<file path="src/rtl/fir_sample_controller.sv">
// Control FSM for the FIR sample datapath: sequences coefficient loads, sample
// store, history shift and the 4-tap MAC, one register-file op per clock.
// Moore machine; every output is decoded from the current state only.
module fir_sample_controller #(
  parameter int OP_W    = 3,
  parameter int RADDR_W = 4
) (
  input  logic               clk,
  input  logic               n_rst,
  input  logic               dr,
  input  logic               lc,
  input  logic               overflow,
  output logic               cnt_up,
  output logic               clear,
  output logic               modwait,
  output logic [OP_W-1:0]    op,
  output logic [RADDR_W-1:0] src1,
  output logic [RADDR_W-1:0] src2,
  output logic [RADDR_W-1:0] dest,
  output logic               err
);

  localparam logic [OP_W-1:0] OP_NOP   = OP_W'(0);
  localparam logic [OP_W-1:0] OP_COPY  = OP_W'(1);
  localparam logic [OP_W-1:0] OP_LOAD1 = OP_W'(2);
  localparam logic [OP_W-1:0] OP_LOAD2 = OP_W'(3);
  localparam logic [OP_W-1:0] OP_ADD   = OP_W'(4);
  localparam logic [OP_W-1:0] OP_SUB   = OP_W'(5);
  localparam logic [OP_W-1:0] OP_MUL   = OP_W'(6);

  // Register map: R0 accumulator, R1..R4 history (R1 newest), R5 incoming
  // sample, R6 product temp, R7..R10 coefficients F0..F3.
  localparam logic [RADDR_W-1:0] R0  = RADDR_W'(0);
  localparam logic [RADDR_W-1:0] R1  = RADDR_W'(1);
  localparam logic [RADDR_W-1:0] R2  = RADDR_W'(2);
  localparam logic [RADDR_W-1:0] R3  = RADDR_W'(3);
  localparam logic [RADDR_W-1:0] R4  = RADDR_W'(4);
  localparam logic [RADDR_W-1:0] R5  = RADDR_W'(5);
  localparam logic [RADDR_W-1:0] R6  = RADDR_W'(6);
  localparam logic [RADDR_W-1:0] R7  = RADDR_W'(7);
  localparam logic [RADDR_W-1:0] R8  = RADDR_W'(8);
  localparam logic [RADDR_W-1:0] R9  = RADDR_W'(9);
  localparam logic [RADDR_W-1:0] R10 = RADDR_W'(10);

  typedef enum logic [4:0] {
    IDLE, STORE, SHIFT1, SHIFT2, SHIFT3, SHIFT4,
    MUL1, COPY1, MUL2, SUB1, MUL3, ADD1, MUL4, SUB2,
    EIDLE,
    LOAD_F0, WAIT_F1, LOAD_F1, WAIT_F2, LOAD_F2, WAIT_F3, LOAD_F3
  } state_t;

  state_t state_reg, state_next;

  // State register; reset aborts any sequence in progress.
  always_ff @(posedge clk or negedge n_rst) begin
    if (!n_rst) state_reg <= IDLE;
    else        state_reg <= state_next;
  end

  // Next-state logic: dr wins over lc in IDLE/EIDLE; overflow only matters
  // on the edges leaving the accumulate steps.
  always_comb begin
    state_next = state_reg;
    unique case (state_reg)
      IDLE, EIDLE: begin
        if (dr)      state_next = STORE;
        else if (lc) state_next = LOAD_F0;
      end
      STORE:   state_next = dr ? SHIFT1 : EIDLE;
      SHIFT1:  state_next = SHIFT2;
      SHIFT2:  state_next = SHIFT3;
      SHIFT3:  state_next = SHIFT4;
      SHIFT4:  state_next = MUL1;
      MUL1:    state_next = COPY1;
      COPY1:   state_next = MUL2;
      MUL2:    state_next = SUB1;
      SUB1:    state_next = overflow ? EIDLE : MUL3;
      MUL3:    state_next = ADD1;
      ADD1:    state_next = overflow ? EIDLE : MUL4;
      MUL4:    state_next = SUB2;
      SUB2:    state_next = overflow ? EIDLE : IDLE;
      LOAD_F0: state_next = WAIT_F1;
      WAIT_F1: if (lc) state_next = LOAD_F1;
      LOAD_F1: state_next = WAIT_F2;
      WAIT_F2: if (lc) state_next = LOAD_F2;
      LOAD_F2: state_next = WAIT_F3;
      WAIT_F3: if (lc) state_next = LOAD_F3;
      LOAD_F3: state_next = IDLE;
      default: state_next = IDLE;
    endcase
  end

  // Output decode: one datapath op per state, unused source fields held at 0.
  always_comb begin
    cnt_up  = 1'b0;
    clear   = 1'b0;
    modwait = 1'b1;
    err     = 1'b0;
    op      = OP_NOP;
    src1    = R0;
    src2    = R0;
    dest    = R0;
    unique case (state_reg)
      IDLE:    modwait = 1'b0;
      EIDLE:   begin modwait = 1'b0; err = 1'b1; end
      WAIT_F1, WAIT_F2, WAIT_F3: modwait = 1'b0;
      STORE:   begin op = OP_LOAD1; dest = R5; end
      SHIFT1:  begin op = OP_COPY; src1 = R3; dest = R4; cnt_up = 1'b1; end
      SHIFT2:  begin op = OP_COPY; src1 = R2; dest = R3; end
      SHIFT3:  begin op = OP_COPY; src1 = R1; dest = R2; end
      SHIFT4:  begin op = OP_COPY; src1 = R5; dest = R1; end
      MUL1:    begin op = OP_MUL;  src1 = R1; src2 = R7;  dest = R6; end
      COPY1:   begin op = OP_COPY; src1 = R6; dest = R0; end
      MUL2:    begin op = OP_MUL;  src1 = R2; src2 = R8;  dest = R6; end
      SUB1:    begin op = OP_SUB;  src1 = R0; src2 = R6;  dest = R0; end
      MUL3:    begin op = OP_MUL;  src1 = R3; src2 = R9;  dest = R6; end
      ADD1:    begin op = OP_ADD;  src1 = R0; src2 = R6;  dest = R0; end
      MUL4:    begin op = OP_MUL;  src1 = R4; src2 = R10; dest = R6; end
      SUB2:    begin op = OP_SUB;  src1 = R0; src2 = R6;  dest = R0; end
      LOAD_F0: begin op = OP_LOAD2; dest = R7; clear = 1'b1; end
      LOAD_F1: begin op = OP_LOAD2; dest = R8; end
      LOAD_F2: begin op = OP_LOAD2; dest = R9; end
      LOAD_F3: begin op = OP_LOAD2; dest = R10; end
      default: modwait = 1'b0;
    endcase
  end

endmodule
</file>
<file path="config.mk">
export PLATFORM = sky130hd
export DESIGN_NAME = fir_sample_controller
export DESIGN_NICKNAME = d
export VERILOG_FILES = /design/src/rtl/fir_sample_controller.sv
export SDC_FILE = /design/constraint.sdc
export NUM_CORES = 1
export LEC_CHECK = 0
export CORE_UTILIZATION = 55
export DETAILED_ROUTE_END_ITERATION = 7
export DONT_BUFFER_PORTS = 1
export PLACE_DENSITY_LB_ADDON = 0.1
export SLEW_MARGIN = 30
export SYNTH_ARGS = -nofsm -noshare
export SYNTH_HDL_FRONTEND = slang
export SYNTH_SLANG_ARGS = --single-unit
</file>
<file path="constraint.sdc">
create_clock -name clk -period 2.1 [get_ports clk]
set_clock_uncertainty 0.05 [all_clocks]
set_input_delay 0.315 -clock clk [delete_from_list [all_inputs] [get_ports clk]]
set_output_delay 0.315 -clock clk [all_outputs]
set_load 0.005 [all_outputs]
</file>
==> metrics.cfg, run 1 <==
[clocking]
insertion_delay_ns = 0.25
clock-root-buffer = clkbuf_4
clkTransAtPathRegs_ns = 0.05
clock-sinks = 5
clockBufferDepth = 2
cts_tree = done
htree_levels = 1
cts_buffers = 3

[yosys]
syn_nets = 121
synthesis.instances = 116
netlist_area_um2 = 791
ys_warn_count = 0
ys.flop_type = dfrtp_1
yosys-top-cells-area = dfrtp_1 16%, nor2_1 7.1%, a21oi_1 6.3%
synth_enable_flop_cells = 0
synth_cell_types = 46
synth_top_area_frac = 0.158
avgSynthCellArea_um2 = 6.82
async_flop_share = 1.00
synthTopCellsByCount = 15 x nor2_1, 10 x a21oi_1, 10 x clkbuf_1, 6 x nand2_1
yosysTopAreaCell = dfrtp_1
seq_area_frac_synth = 0.158
yosysMostFrequentCell = nor2_1
ys_seq_elements = 5

[power_and_ir_drop]
seqPwrFrac = 0.146
combPwrFrac = 0.783
p_switching_mw = 0.861
p_int_mw = 0.776
power_leakage_nw = 0.349
peakVddDrop_mv = 1.11
power_density_nw_per_um2 = 1920
p_sw_frac = 0.526
power.share.clock = 0.071

[setup_path]
worstSetupPathType = reg -> out
cp_common_cell = buf_4
crit_fanout = 14
worstReg2RegStart = state_reg[3]
critPathMaxStageDelay_ns = 0.58
worstSetupStartpointType = flip-flop
cp-startpoint = state_reg[3]
required_ns = 1.74
rrSetupSlack_ns = 0.20
crit_path_top_delay_cell = dfrtp_1
cp.arrival_ns = 1.65
timing.rr.end = state_reg[1]
reg2reg_depth = 4
critical_path.cell_chain = buf_4 > nor2_1 > a2111oi_0 > buf_4
critPathCaptureType = output pin
path_buf_inv = 2
crit_family = flip-flops

[placed_design]
hpwlAfterDp_um = 1370
dp.cells = 126
port_buffers = 0
place.gp.congestion = 0.817

[detailed_routing]
vias_per_cell = 6.82
dr_total_vias = 893
drt_wl_total_um = 2000
postRouteAntennaNets = 0
drc_errors = 0
drt-wirelength-per-cell_um = 15.2
dr.pass1.iters = 4
drt-initial-drc-count = 14

[status]
outcome = completed

[min_path]
holdCritPathClass = in -> reg
holdPathEnd = state_reg[0]
whs_path_depth = 2
hp-start = lc

[sta]
hold_ws_ns = 0.231
hold_viol_final = 0
period_needed_ns = 2.01
rsz0062_at_grt = false
setup_viol = 0
slew_violations = 0
max_freq_ghz = 0.497
timing.final.crit_share = 0.958
fin_setup_tns_ns = 0

[floorplan]
fp-row-count = 13
die_x_um = 39.9
dieHeight_um = 39.9
die_area_um2 = 1590
ios = 24
coreArea_um2 = 1320
initial_core_util = 0.600

[global_route]
grt_usage = 0.284
global_route.overflow_total = 0
first_global_vias = 657
antenna_found_initial = 0
grt_pass1_wl_um = 3040
grt_max_degree = 18

[layout]
fin_util = 0.647
fin_nets = 122
fin_cells = 131
syn2layout_area_growth_pct = 7.75
largest_reg_flops = 5
drive_above_1_share = 0.172
diodes = 0

[job]
max_cap_violations = 0

## worst max path at each step
stage / endpoint / cells past startpoint / slack [ns]
after global placement: state_reg[1] / 4 / 0.30
after detailed placement: state_reg[1] / 4 / 0.23
after CTS: src1[1] / 4 / 0.1
after floorplan: state_reg[1] / 5 / 0.31
final: src1[1] / 4 / 0.09
after global routing: dest[2] / 5 / 0.02
## power groups by stage
| stage | Clock (mW) | Sequential (mW) | Combinational, mW |
|---|---|---|---|
| CTS | 0.119 | 0.233 | 1.27 |
| global route | 0.127 | 0.251 | 1.42 |
| detailed placement | 0 | 0.235 | 1.25 |
| finish | 0.116 | 0.239 | 1.28 |
| global placement | 0 | 0.233 | 1.23 |
| floorplan | 0 | 0.170 | 1.05 |
## kinds of logic after synthesis
| logic type | share of synthesized area |
|---|---|
| compound gates | 0.321 |
| fa+ha+maj | 0.0127 |
| simple gates | 0.361 |
| xor+xnor | 0.0111 |
| mux | 0.0332 |
| other cells | 0.00474 |
| buf+inv | 0.0981 |
| flops | 0.158 |
## final cells by class
class                   count  area [µm²]
multi-input cells          94         588
fillers                   136         465
flip-flops and latches      5         126
repair buffers             11        85.1
clock buffers               4        26.3
well taps                  15        18.8
inverters                   2        7.51
## metrics by stage
step	worst slack (ns)	area, µm²	power, mW
6_report	0.0874	852	1.64
5_1_grt	0.0235	852	1.80
4_1_cts	0.0985	851	1.62
3_5_place_dp	0.228	815	1.49
3_3_place_gp	0.300	815	1.47
2_1_floorplan	0.308	791	1.22
## cell usage in the layout (no fill, tap or decap), types with 2 or more instances in the layout
| cell type | instances |
|---|---|
| and3_1 | 2 |
| and2_1 | 2 |
| nand2_1 | 6 |
| or3_1 | 2 |
| a211o_1 | 2 |
| nor2_1 | 15 |
| nand3_1 | 2 |
| nor3_1 | 5 |
| nand2b_1 | 5 |
| nor2b_1 | 3 |
| o22ai_1 | 2 |
| o21ai_0 | 5 |
| a2111oi_0 | 4 |
| buf_4 | 10 |
| o31ai_1 | 2 |
| a21oi_1 | 10 |
| a31oi_1 | 2 |
| nor4_1 | 3 |
| clkbuf_4 | 3 |
| dfrtp_1 | 4 |
## layer usage
layer | part of all wire | up-vias | global-route usage
li1 | - | 431 | -
met3 | 0.065 | 4 | 0.0739
met5 | 0 | - | 0
met2 | 0.47 | 41 | 0.415
met1 | 0.46 | 417 | 0.403
met4 | 0.0080 | 0 | 0.0776
## repair_timing
item / 4_1_cts / 5_1_grt
hold buffers: 1 / 0
setup endpoints to repair: 0 / 3
buffers inserted: 0 / 0
resized for setup: 0 / 2
hold endpoints to repair: 5 / 0
(Power assumes the default switching activity.)
==> inputs of run 2 (changes only) <==
REMOVE_ABC_BUFFERS = 1   (was not set)
==> run 2 against run 1 <==
First-iteration DRC count grew 120%. Cell count shrank 0.76%. Fmax up 1.1%. Sequential cell count is the same. Non-clock buffer count decreased by 1. Combinational power about the same. Worst setup slack better by 0.023 ns. Critical path depth unchanged. Hold slack lost 0.044 ns. Utilization decreased by 0.57 points. Cell area shrank 0.88%. Sequential power is 12% lower.
==> metrics.cfg, run 2 (synthesis gave the netlist of run 1 again) <==
[floorplan]
fp-row-count = 13
dieHeight_um = 39.9
initial_core_util = 0.600
ios = 24
die_area_um2 = 1590
die_x_um = 39.9
coreArea_um2 = 1320

[power_and_ir_drop]
p_total_mw = 1.62
peakVddDrop_mv = 0.873
power_density_nw_per_um2 = 1920
power_leakage_nw = 0.346

[detailed_routing]
dr_total_vias = 872
drt-initial-drc-count = 31
drc_errors = 0
drt-wirelength-per-cell_um = 15.7
drt_wl_total_um = 2040
postRouteAntennaNets = 0
dr.pass1.iters = 4
vias_per_cell = 6.71

[clocking]
clock-root-buffer = clkbuf_4
htree_levels = 1
clkTransAtPathRegs_ns = 0.05
postCtsSetupRepairBufs = 0
insertion_delay_ns = 0.24
cts_tree = done
clockBufferDepth = 2
clock-sinks = 5
cts_buffers = 3

[global_route]
grt_pass1_wl_um = 3020
grt_usage = 0.283
grt_max_degree = 24
antenna_found_initial = 0
first_global_vias = 699
global_route.overflow_total = 0

[layout]
final_cell_mix = 15 x nor2_1, 10 x a21oi_1, 9 x buf_4
final_cell_area_um2 = 845
drive_above_1_share = 0.157
mostFrequentLayoutCell = nor2_1
fin_nets = 121
syn2layout_area_growth_pct = 6.80
largest_reg_flops = 5
diodes = 0

[status]
outcome = completed

[min_path]
holdCritPathClass = in -> reg

[placed_design]
placed_area_um2 = 807
port_buffers = 0
hpwlAfterDp_um = 1430
place.gp.congestion = 0.823

[sta]
hold_viol_final = 0
slew_violations = 0
rsz0062_at_grt = false
period_needed_ns = 1.99
max_freq_ghz = 0.503
timing.final.crit_share = 0.948
setup_viol = 0
fin_setup_tns_ns = 0

[setup_path]
critPathCaptureType = output pin
required_ns = 1.74
rrSetupSlack_ns = 0.34
worstSetupPathType = reg -> out
cp.arrival_ns = 1.62
worstSetupStartpointType = flip-flop
crit_fanout = 20

[job]
max_cap_violations = 0

-- run 2: area by class of cell --
cell class | instances | area, µm²
multi-input cells | 94 | 588
fillers | 127 | 473
flip-flops and latches | 5 | 126
repair buffers | 10 | 77.6
clock buffers | 4 | 26.3
well taps | 15 | 18.8
inverters | 2 | 7.51
-- run 2: worst max-delay path, stage by stage (launching register included) --
cell and delay (ns):
dfrtp_1 0.39, buf_4 0.24, nand2_1 0.20, or3_1 0.37, a21oi_1 0.19
-- run 2: per-layer routing --
| metal | share of wire | wire length (µm) | vias up | track usage |
|---|---|---|---|---|
| met5 | 0 | 0 | - | 0 |
| met4 | 0.0079 | 16 | 0 | 0.121 |
| met3 | 0.042 | 86 | 2 | 0.0625 |
| met2 | 0.49 | 995 | 32 | 0.452 |
| met1 | 0.46 | 937 | 413 | 0.360 |
| li1 | - | - | 425 | - |
-- run 2: path summary, 6_finish.rpt --
path / from / endpoint / cells past startpoint
setup / recovery: state_reg[2] / src2[2] / 4
hold / removal: lc / state_reg[0] / 2
setup reg to reg: state_reg[2] / state_reg[1] / 6
hold reg to reg: state_reg[1] / state_reg[1] / 1
max in group asynchronous: n_rst / state_reg[0] / 1
min in group asynchronous: n_rst / state_reg[2] / 1
-- run 2: report_power, final --
part	internal [mW]	leakage (nW)	total, mW	switching [mW]
Combinational	0.542	0.270	1.30	0.760
Sequential	0.150	0.0603	0.210	0.0599
Clock	0.0717	0.0150	0.110	0.0381
Total	0.763	0.346	1.62	0.858
-- run 2: what timing repair did --
item,CTS,global route
resized for setup,0,1
hold buffers,1,0
hold endpoints to repair,5,0
setup endpoints to repair,0,1
-- run 2: metrics by stage --
step	instances	util	hold slack [ns]	setup WS, ns
finish	130	0.641	0.188	0.110
floorplan	101	-	-0.0306	0.0897
global route	130	0.641	0.180	0.00572
detailed placement	125	0.613	-0.0305	0.370
CTS	130	0.640	0.186	0.121
global placement	125	0.613	-0.0305	0.391
==> inputs of run 3 (changes only) <==
ABC_CLOCK_PERIOD_IN_PS = 2100   (was not set)
GPL_ROUTABILITY_DRIVEN = 0   (was not set)
==> results of run 3 <==
Final layout, timing and power as in run 2 (identical DEF).
